`src/rtl/time_entry_pkg.sv`:
```
// Shared timer package: FSM state encoding, BCD digit geometry and a key
// legality helper used by the time-entry front end.
package time_entry_pkg;

  localparam int unsigned DIGIT_W    = 4;
  localparam int unsigned NUM_DIGITS = 4;
  localparam int unsigned DIGITS_W   = DIGIT_W * NUM_DIGITS;
  localparam int unsigned NDIG_W     = 3;

  typedef enum logic [1:0] {
    ST_IDLE   = 2'd0,
    ST_ENTRY  = 2'd1,
    ST_LOAD   = 2'd2,
    ST_LOCKED = 2'd3
  } state_e;

  // A keypad code is a usable digit only when it is a legal BCD value.
  function automatic logic is_bcd(input logic [DIGIT_W-1:0] code);
    return (code <= 4'd9);
  endfunction

endpackage

```
`src/rtl/time_entry_bcd_shift4.sv`:
```
// Four-digit BCD shift register. New digits enter at the least significant
// position (seconds ones); clear has priority over shift.
module bcd_shift4
  import time_entry_pkg::*;
(
  input  logic                clk,
  input  logic                clrn,
  input  logic                clr_i,
  input  logic                shift_i,
  input  logic [DIGIT_W-1:0]  digit_i,
  output logic [DIGITS_W-1:0] digits_o
);

  logic [DIGITS_W-1:0] digits_q;
  logic [DIGITS_W-1:0] digits_d;

  // Next-digit selection: clear wins, otherwise shift left and insert.
  always_comb begin
    digits_d = digits_q;
    if (clr_i) begin
      digits_d = '0;
    end else if (shift_i) begin
      digits_d = {digits_q[DIGITS_W-DIGIT_W-1:0], digit_i};
    end else begin
      digits_d = digits_q;
    end
  end

  // Digit storage with asynchronous clear.
  always_ff @(posedge clk or negedge clrn) begin
    if (!clrn) begin
      digits_q <= '0;
    end else begin
      digits_q <= digits_d;
    end
  end

  assign digits_o = digits_q;

endmodule

```
`src/rtl/time_entry.sv`:
```
// Keypad time-entry controller for a countdown timer: collects up to four
// BCD digits, validates a start request, issues a one-cycle active-low load
// strobe and holds the value locked until the timer finishes or is cleared.
module time_entry
  import time_entry_pkg::*;
#(
  parameter int unsigned SEC_TENS_MAX = 5
) (
  input  logic                clk,
  input  logic                clrn,
  input  logic                key_valid,
  input  logic [DIGIT_W-1:0]  key,
  input  logic                start,
  input  logic                clear,
  input  logic                done,
  output logic [DIGITS_W-1:0] digits,
  output logic                loadn,
  output logic [NDIG_W-1:0]   ndig,
  output logic                locked,
  output logic                err,
  output logic                stop
);

  state_e              state_q, state_d;
  logic [NDIG_W-1:0]   ndig_q, ndig_d;
  logic                loadn_q, locked_q, err_q, stop_q;
  logic                err_d, stop_d;
  logic                clr_s, shift_s;
  logic [DIGITS_W-1:0] digits_s;
  logic [DIGIT_W-1:0]  sec_tens_s;
  logic                start_ok_s;
  logic                key_ok_s;

  bcd_shift4 u_shift (
    .clk      (clk),
    .clrn     (clrn),
    .clr_i    (clr_s),
    .shift_i  (shift_s),
    .digit_i  (key),
    .digits_o (digits_s)
  );

  assign sec_tens_s = digits_s[2*DIGIT_W-1:DIGIT_W];
  assign start_ok_s = (state_q == ST_ENTRY) &&
                      (32'(sec_tens_s) <= SEC_TENS_MAX) &&
                      (digits_s != '0);
  assign key_ok_s   = key_valid && is_bcd(key) && (ndig_q < 3'd4);

  // Event arbitration per state: clear > start > key; LOAD ignores everything.
  always_comb begin
    state_d = state_q;
    ndig_d  = ndig_q;
    err_d   = 1'b0;
    stop_d  = 1'b0;
    clr_s   = 1'b0;
    shift_s = 1'b0;
    case (state_q)
      ST_IDLE, ST_ENTRY: begin
        if (clear) begin
          clr_s   = 1'b1;
          ndig_d  = 3'd0;
          state_d = ST_IDLE;
        end else if (start) begin
          if (start_ok_s) begin
            state_d = ST_LOAD;
          end else begin
            err_d = 1'b1;
          end
        end else if (key_ok_s) begin
          shift_s = 1'b1;
          ndig_d  = ndig_q + 3'd1;
          state_d = ST_ENTRY;
        end else begin
          state_d = state_q;
        end
      end
      ST_LOAD: begin
        state_d = ST_LOCKED;
      end
      ST_LOCKED: begin
        if (clear) begin
          stop_d  = 1'b1;
          clr_s   = 1'b1;
          ndig_d  = 3'd0;
          state_d = ST_IDLE;
        end else if (done) begin
          clr_s   = 1'b1;
          ndig_d  = 3'd0;
          state_d = ST_IDLE;
        end else begin
          state_d = state_q;
        end
      end
      default: begin
        clr_s   = 1'b1;
        ndig_d  = 3'd0;
        state_d = ST_IDLE;
      end
    endcase
  end

  // FSM state and registered outputs derived from the next state.
  always_ff @(posedge clk or negedge clrn) begin
    if (!clrn) begin
      state_q  <= ST_IDLE;
      ndig_q   <= 3'd0;
      loadn_q  <= 1'b1;
      locked_q <= 1'b0;
      err_q    <= 1'b0;
      stop_q   <= 1'b0;
    end else begin
      state_q  <= state_d;
      ndig_q   <= ndig_d;
      loadn_q  <= (state_d != ST_LOAD);
      locked_q <= (state_d == ST_LOCKED);
      err_q    <= err_d;
      stop_q   <= stop_d;
    end
  end

  assign digits = digits_s;
  assign ndig   = ndig_q;
  assign loadn  = loadn_q;
  assign locked = locked_q;
  assign err    = err_q;
  assign stop   = stop_q;

endmodule

```
`config.mk`:
```
export PLATFORM = sky130hd
export DESIGN_NAME = time_entry
export DESIGN_NICKNAME = d
export VERILOG_FILES = /design/src/rtl/time_entry_pkg.sv /design/src/rtl/time_entry_bcd_shift4.sv /design/src/rtl/time_entry.sv
export SDC_FILE = /design/constraint.sdc
export NUM_CORES = 1
export LEC_CHECK = 0
export BUFFER_PORTS_ARGS = -buffer_cell sky130_fd_sc_hd__buf_2
export CAP_MARGIN = 20
export CORE_MARGIN = 5
export CORE_UTILIZATION = 44
export CTS_CLUSTER_DIAMETER = 100
export DETAILED_ROUTE_END_ITERATION = 12
export GPL_TIMING_DRIVEN = 0
export PLACE_DENSITY = 0.73
export SKIP_LAST_GASP = 1
export SYNTH_ARGS = -nofsm -noshare
export SYNTH_HDL_FRONTEND = slang
export SYNTH_SLANG_ARGS = --single-unit
export TNS_END_PERCENT = 30
```
`constraint.sdc`:
```
create_clock -name clk -period 1.5 [get_ports clk]
set_input_delay 0.075 -clock clk [delete_from_list [all_inputs] [get_ports clk]]
set_output_delay 0.075 -clock clk [all_outputs]
set_load 0.01 [all_outputs]
```
; Yosys cells after proc, flatten, opt, wreduce, memory -nomap -nowiden
; Cells that the tools add are included.
[totals]
latchBits = 0
output_inout_bits = 23
ramBits = 0
reg_bits = 25
n_memories = 0
word_cells = 57
romBits = 0
inputBits = 10
[op_classes]
eq_ne = 8
n_shift = 0
div_mod_pow = 0
n_reduce_logical = 10
mux = 28
order_cmp = 3
multipliers = 0
n_bitwise = 0
n_addsub = 1
[op_table]
columns = cell, count
row1 = $mux W16, 2
row2 = $reduce_bool A16 Y1, 1
row3 = $mux W3, 5
row4 = $mux W1, 12
row5 = $mux W2, 6
row6 = $ne A3 B3 Y1 const B, 3
row7 = $eq A2 B2 Y1 const B, 3
row8 = $pmux W2 S3, 1
row9 = $pmux W3 S2, 1
row10 = $le A4 B3 Y1 const B, 1
row11 = $le A4 B4 Y1 const B, 1
row12 = $logic_and A1 B1 Y1, 4
row13 = $reduce_and A4 Y1, 1
row14 = $reduce_bool A2 Y1, 2
row15 = $add A3 B1 Y3 const B, 1
row16 = $lt A3 B3 Y1 const B, 1
row17 = $eq A2 B1 Y1 const B, 1
row18 = $logic_not A2 Y1, 1
row19 = $ne A2 B2 Y1 const B, 1
row20 = $pmux W1 S2, 1
row21 = $reduce_or A2 Y1, 1

; Logic depth before layout (Yosys ltp)
[logic_depth]
ltp_word = 9
mapped_depth = 5
mapped_depth_nobuf = 4

; By module
; A second synthesis with hierarchy kept.
[hier_totals]
hier_cells = 95
area_unflattened_um2 = 1114.8
[by_module_without_submodules]
columns = module, n_inst, cells_per_inst, area_each_um2
row1 = bcd_shift4, 1, 52, 660.6
row2 = time_entry, 1, 43, 454.2

; Least setup slack after synthesis
; OpenSTA, ideal clock, no wires.
[synth_path]
path_kind = register to register
start = reg ndig_q[2], in the netlist ndig[2]
end = reg u_shift.digits_q[0], in the netlist u_shift.digits_o[0]
setup_time_ns = 0.127
path_slack_ns = -0.135
arrival_time_ns = 1.508
n_path_buf = 1
required_time_ns = 1.373
stages_incl_launch_ff = 5
period_less_slack_ns = 1.635
path_cell_list = dfrtp_1 or3b_4 nor4_4 buf_6 o21ai_0
[synth_via]
elab_chain_len = 7
[synth_lines]
columns = item, line_no
row1 = start: declaration, time_entry.sv:25  ; logic [NDIG_W-1:0] ndig_q, ndig_d;
row2 = start signal: assignment, time_entry.sv:113  ; ndig_q <= ndig_d;
row3 = $lt A3 B3 Y1, time_entry.sv:47  ; assign key_ok_s = key_valid && is_bcd(key) && (ndig_q < 3'd4);
row4 = $logic_and A1 B1 Y1, time_entry.sv:47
row5 = $mux W1, time_entry.sv:69  ; end else if (key_ok_s) begin
row6 = $mux W1, time_entry.sv:63  ; end else if (start) begin
row7 = $mux W1, time_entry.sv:59  ; if (clear) begin
row8 = $mux W1, time_entry.sv:57  ; case (state_q)
row9 = $reduce_bool A2 Y1 (no source line), --
row10 = end signal: assignment, time_entry_bcd_shift4.sv:34  ; digits_q <= digits_d;
row11 = end: declaration, time_entry_bcd_shift4.sv:14  ; logic [DIGITS_W-1:0] digits_q;
; No other way between the ends.
; A chain may end at the register's enable or synchronous reset.

; Worst setup path after layout
[layout_path]
start = reg ndig_q[2], in the netlist ndig[2]
end = reg u_shift.digits_q[13], in the netlist u_shift.digits_o[13]
; The elaborated chain is that of the path after synthesis.

==> impl_metrics.env <==
export IMPL_clock_latency_ns=0.31
export IMPL_drive_gt1_frac=0.3797
export IMPL_gp_congestion=0.8023
export IMPL_fmax_mhz=675.7
export IMPL_cpPeakStageDelay_ns=0.41
export IMPL_min_path_cells=2
export IMPL_core_area_sq_um=2432
export IMPL_cp_num_cells=5
export IMPL_antenna_found_initial=0
export IMPL_ys_warn_count=0
export IMPL_via_per_inst=5.191
export IMPL_leakage_nw=0.7521
export IMPL_max_cap_viol_count=0
export IMPL_ir_drop_v=0.0004952
export IMPL_clk_pin_slew_ns=0.13
export IMPL_wl_mm=2.741
export IMPL_vias=976
export IMPL_min_to="state_q[1]$_DFF_PN0_"
export IMPL_powerDensity_nw_per_um2=983.3
export IMPL_period_needed_ns=1.480
export IMPL_nets=170
export IMPL_clock_skew_ns=0.004276
export IMPL_synthCells=110
export IMPL_diodes=0
export IMPL_dr_pass1_iters=4
export IMPL_dp_hpwl_mm=1.850
export IMPL_fillers=216
export IMPL_worst_ep_required_time_ns=1.70
export IMPL_synth_top_cell_area_share=0.5511
export IMPL_regToRegStartpoint="ndig[2]$_DFFE_PN0P_"
export IMPL_start_util=0.4480
export IMPL_finalSetupTns_ns=0
export IMPL_reg2reg_slack_ns=0.02
export IMPL_die_area_sq_um=3572
export IMPL_fp_dieW_um=59.77
export IMPL_tightest_slew_ns=0.5484
export IMPL_clk_path_buf_depth=2
export IMPL_cts_tree="done"
export IMPL_cts_buffers=3
export IMPL_yosysMostFrequentCell="nand2_1"
export IMPL_antenna_left=0
export IMPL_synthFlopType="dfrtp_1"
export IMPL_grt_pass1_wl_mm=4.409
export IMPL_h_tree_depth=1
export IMPL_status="finished, final reports clean"
export IMPL_grt_max_degree=26
export IMPL_crit_path_end_kind="flop"
export IMPL_io_buffers=32
export IMPL_hold_violations=0
export IMPL_drcViolationCount=0
export IMPL_ioPinCount=33
export IMPL_final_area_sq_um=1488
export IMPL_ys_seq_area_frac=0.5752
export IMPL_synth_area_top_cells="dfrtp_1, nand2_1, o21ai_0"
export IMPL_place_area_sq_um=1287
export IMPL_cpLargestDelayFamily="simple AND/OR/NAND/NOR gates"
export IMPL_path_buf_inv=2
export IMPL_crit_path_max_fanout=10
export IMPL_synthArstFlopShare=1.000
export IMPL_grt_pass1_vias=979
export IMPL_slew_limit_headroom=0.6344
export IMPL_hold_class="in2reg"
export IMPL_track_usage=0.1626
export IMPL_syn_num_nets=121
export IMPL_clockRootBuffer="clkbuf_4"
export IMPL_slowest_stage="dfrtp_1"
export IMPL_synthesis_area_sq_um=1090
export IMPL_wire_per_inst_um=14.58
export IMPL_startpoint="ndig[2]$_DFFE_PN0P_"
export IMPL_arrival_ns=1.68
export IMPL_slew_viol_final=0
export IMPL_avgSynthCellArea_sq_um=9.907
export IMPL_critPathKind="reg2reg"
export IMPL_synthTopCellsByCount="nand2_1, dfrtp_1, o21ai_0"
export IMPL_rsz0062_at_grt="true"
export IMPL_placement_rows=18
export IMPL_synth_edf_count=0
export IMPL_overflow=0
export IMPL_r2r_end="u_shift.digits_o[13]$_DFFE_PN0P_"
export IMPL_startpoint_type="flop"
export IMPL_crit_top_cell="buf_6"
export IMPL_min_delay_start="start"
export IMPL_cts_sinks=25
export IMPL_setup_viol=0
export IMPL_synth_distinct_cells=24
export IMPL_worst_r2r_path_depth=5
export IMPL_die_h_um=59.77
export IMPL_timing_final_crit_share=0.9866
export IMPL_yosys_register_bits=25
export IMPL_syn2layout_area_growth_pct=36.51
export IMPL_cp_cell_sequence="or3b_4, nor4_4, buf_6, buf_6, o21ai_0"
export IMPL_synth_top_area_cell="dfrtp_1"
export IMPL_drt_iter0_drc=25
==> worst max path at each step <==
stage / end / slack, ns
global placement: u_shift.digits_o[0]$_DFFE_PN0P_ / -0.25
detailed placement: u_shift.digits_o[5]$_DFFE_PN0P_ / -0.29
floorplan: u_shift.digits_o[0]$_DFFE_PN0P_ / -0.13
finish: u_shift.digits_o[13]$_DFFE_PN0P_ / 0.02
CTS: u_shift.digits_o[5]$_DFFE_PN0P_ / -0.02
global route: u_shift.digits_o[13]$_DFFE_PN0P_ / -0.02
==> metal layers <==
layer	GRT usage	vias up	share of wire
li1	-	470	-
met1	0.2178	473	0.43
met2	0.2670	29	0.50
met3	0.01512	4	0.049
met4	0.06962	0	0.014
met5	0	-	0
==> kinds of logic after synthesis <==
kind of cell	count (synthesis)	synth area share
AO/OA/AOI/OAI	25	0.1401
AND/OR/NAND/NOR	52	0.2227
flip-flops	25	0.5752
adder cells (fa/ha/maj)	1	0.01148
buffers and inverters	6	0.04133
multiplexers	1	0.009185
==> cells in the final DEF (no fill, tap or decap), drive strengths merged <==
master / n
buf: 40
nand2: 38
dfrtp: 24
o21ai: 20
dlygate4sd3: 7
nor4: 5
clkbuf: 4
nor2: 3
inv: 2
and3: 2
nand4: 1
nor3b: 1
a31o: 1
or3b: 1
o21a: 1
a22oi: 1
nand3: 1
a21o: 1
mux2i: 1
a22o: 1
ha: 1
clkinv: 1
dfstp: 1
==> through the flow <==
step / util / hold WS, ns / instances / setup slack, ns / total power [mW]
after floorplan: - / -0.2206 / 110 / -0.1346 / 0.9930
after global placement: 0.5293 / 0.07923 / 172 / -0.2505 / 1.108
after detailed placement: 0.5293 / 0.09573 / 172 / -0.2949 / 1.115
after CTS: 0.5859 / 0.03515 / 187 / -0.02105 / 1.451
after global routing: 0.6116 / 0.05362 / 188 / -0.02116 / 1.562
final: 0.6116 / 0.05621 / 188 / 0.02006 / 1.463
==> state kept, by name, indices dropped and copies added, names as in the netlist <==
signal            flops
state_q               2
stop                  1
ndig                  3
u_shift.digits_o     16
err                   1
locked                1
loadn                 1
==> repair_timing <==
| item | CTS | global route |
|---|---|---|
| resized for setup | 3 | 15 |
| pin swaps | 1 | 1 |
| endpoints found under the hold margin | 30 | 0 |
| buffers inserted | 4 | 1 |
| setup endpoints to repair | 20 | 14 |
| hold buffers | 7 | 0 |
==> power breakdown <==
group | switching [mW] | internal (mW)
clock | 0.189 | 0.0997
sequential | 0.0705 | 0.735
combinational | 0.205 | 0.164
==> final cells by class <==
| cell class | instances | area (sq um) | share of cell area |
|---|---|---|---|
| flip-flops and latches | 25 | 629.4 | 0.4230 |
| multi-input cells | 79 | 461.7 | 0.3103 |
| clock inverters | 1 | 5.005 | 0.003364 |
| well taps | 30 | 37.54 | 0.02523 |
| clock buffers | 3 | 22.52 | 0.01514 |
| repair buffers | 44 | 275.3 | 0.1850 |
| inverters | 2 | 7.507 | 0.005046 |
| plain buffers | 4 | 48.80 | 0.03280 |
(Power assumes the default switching activity.)
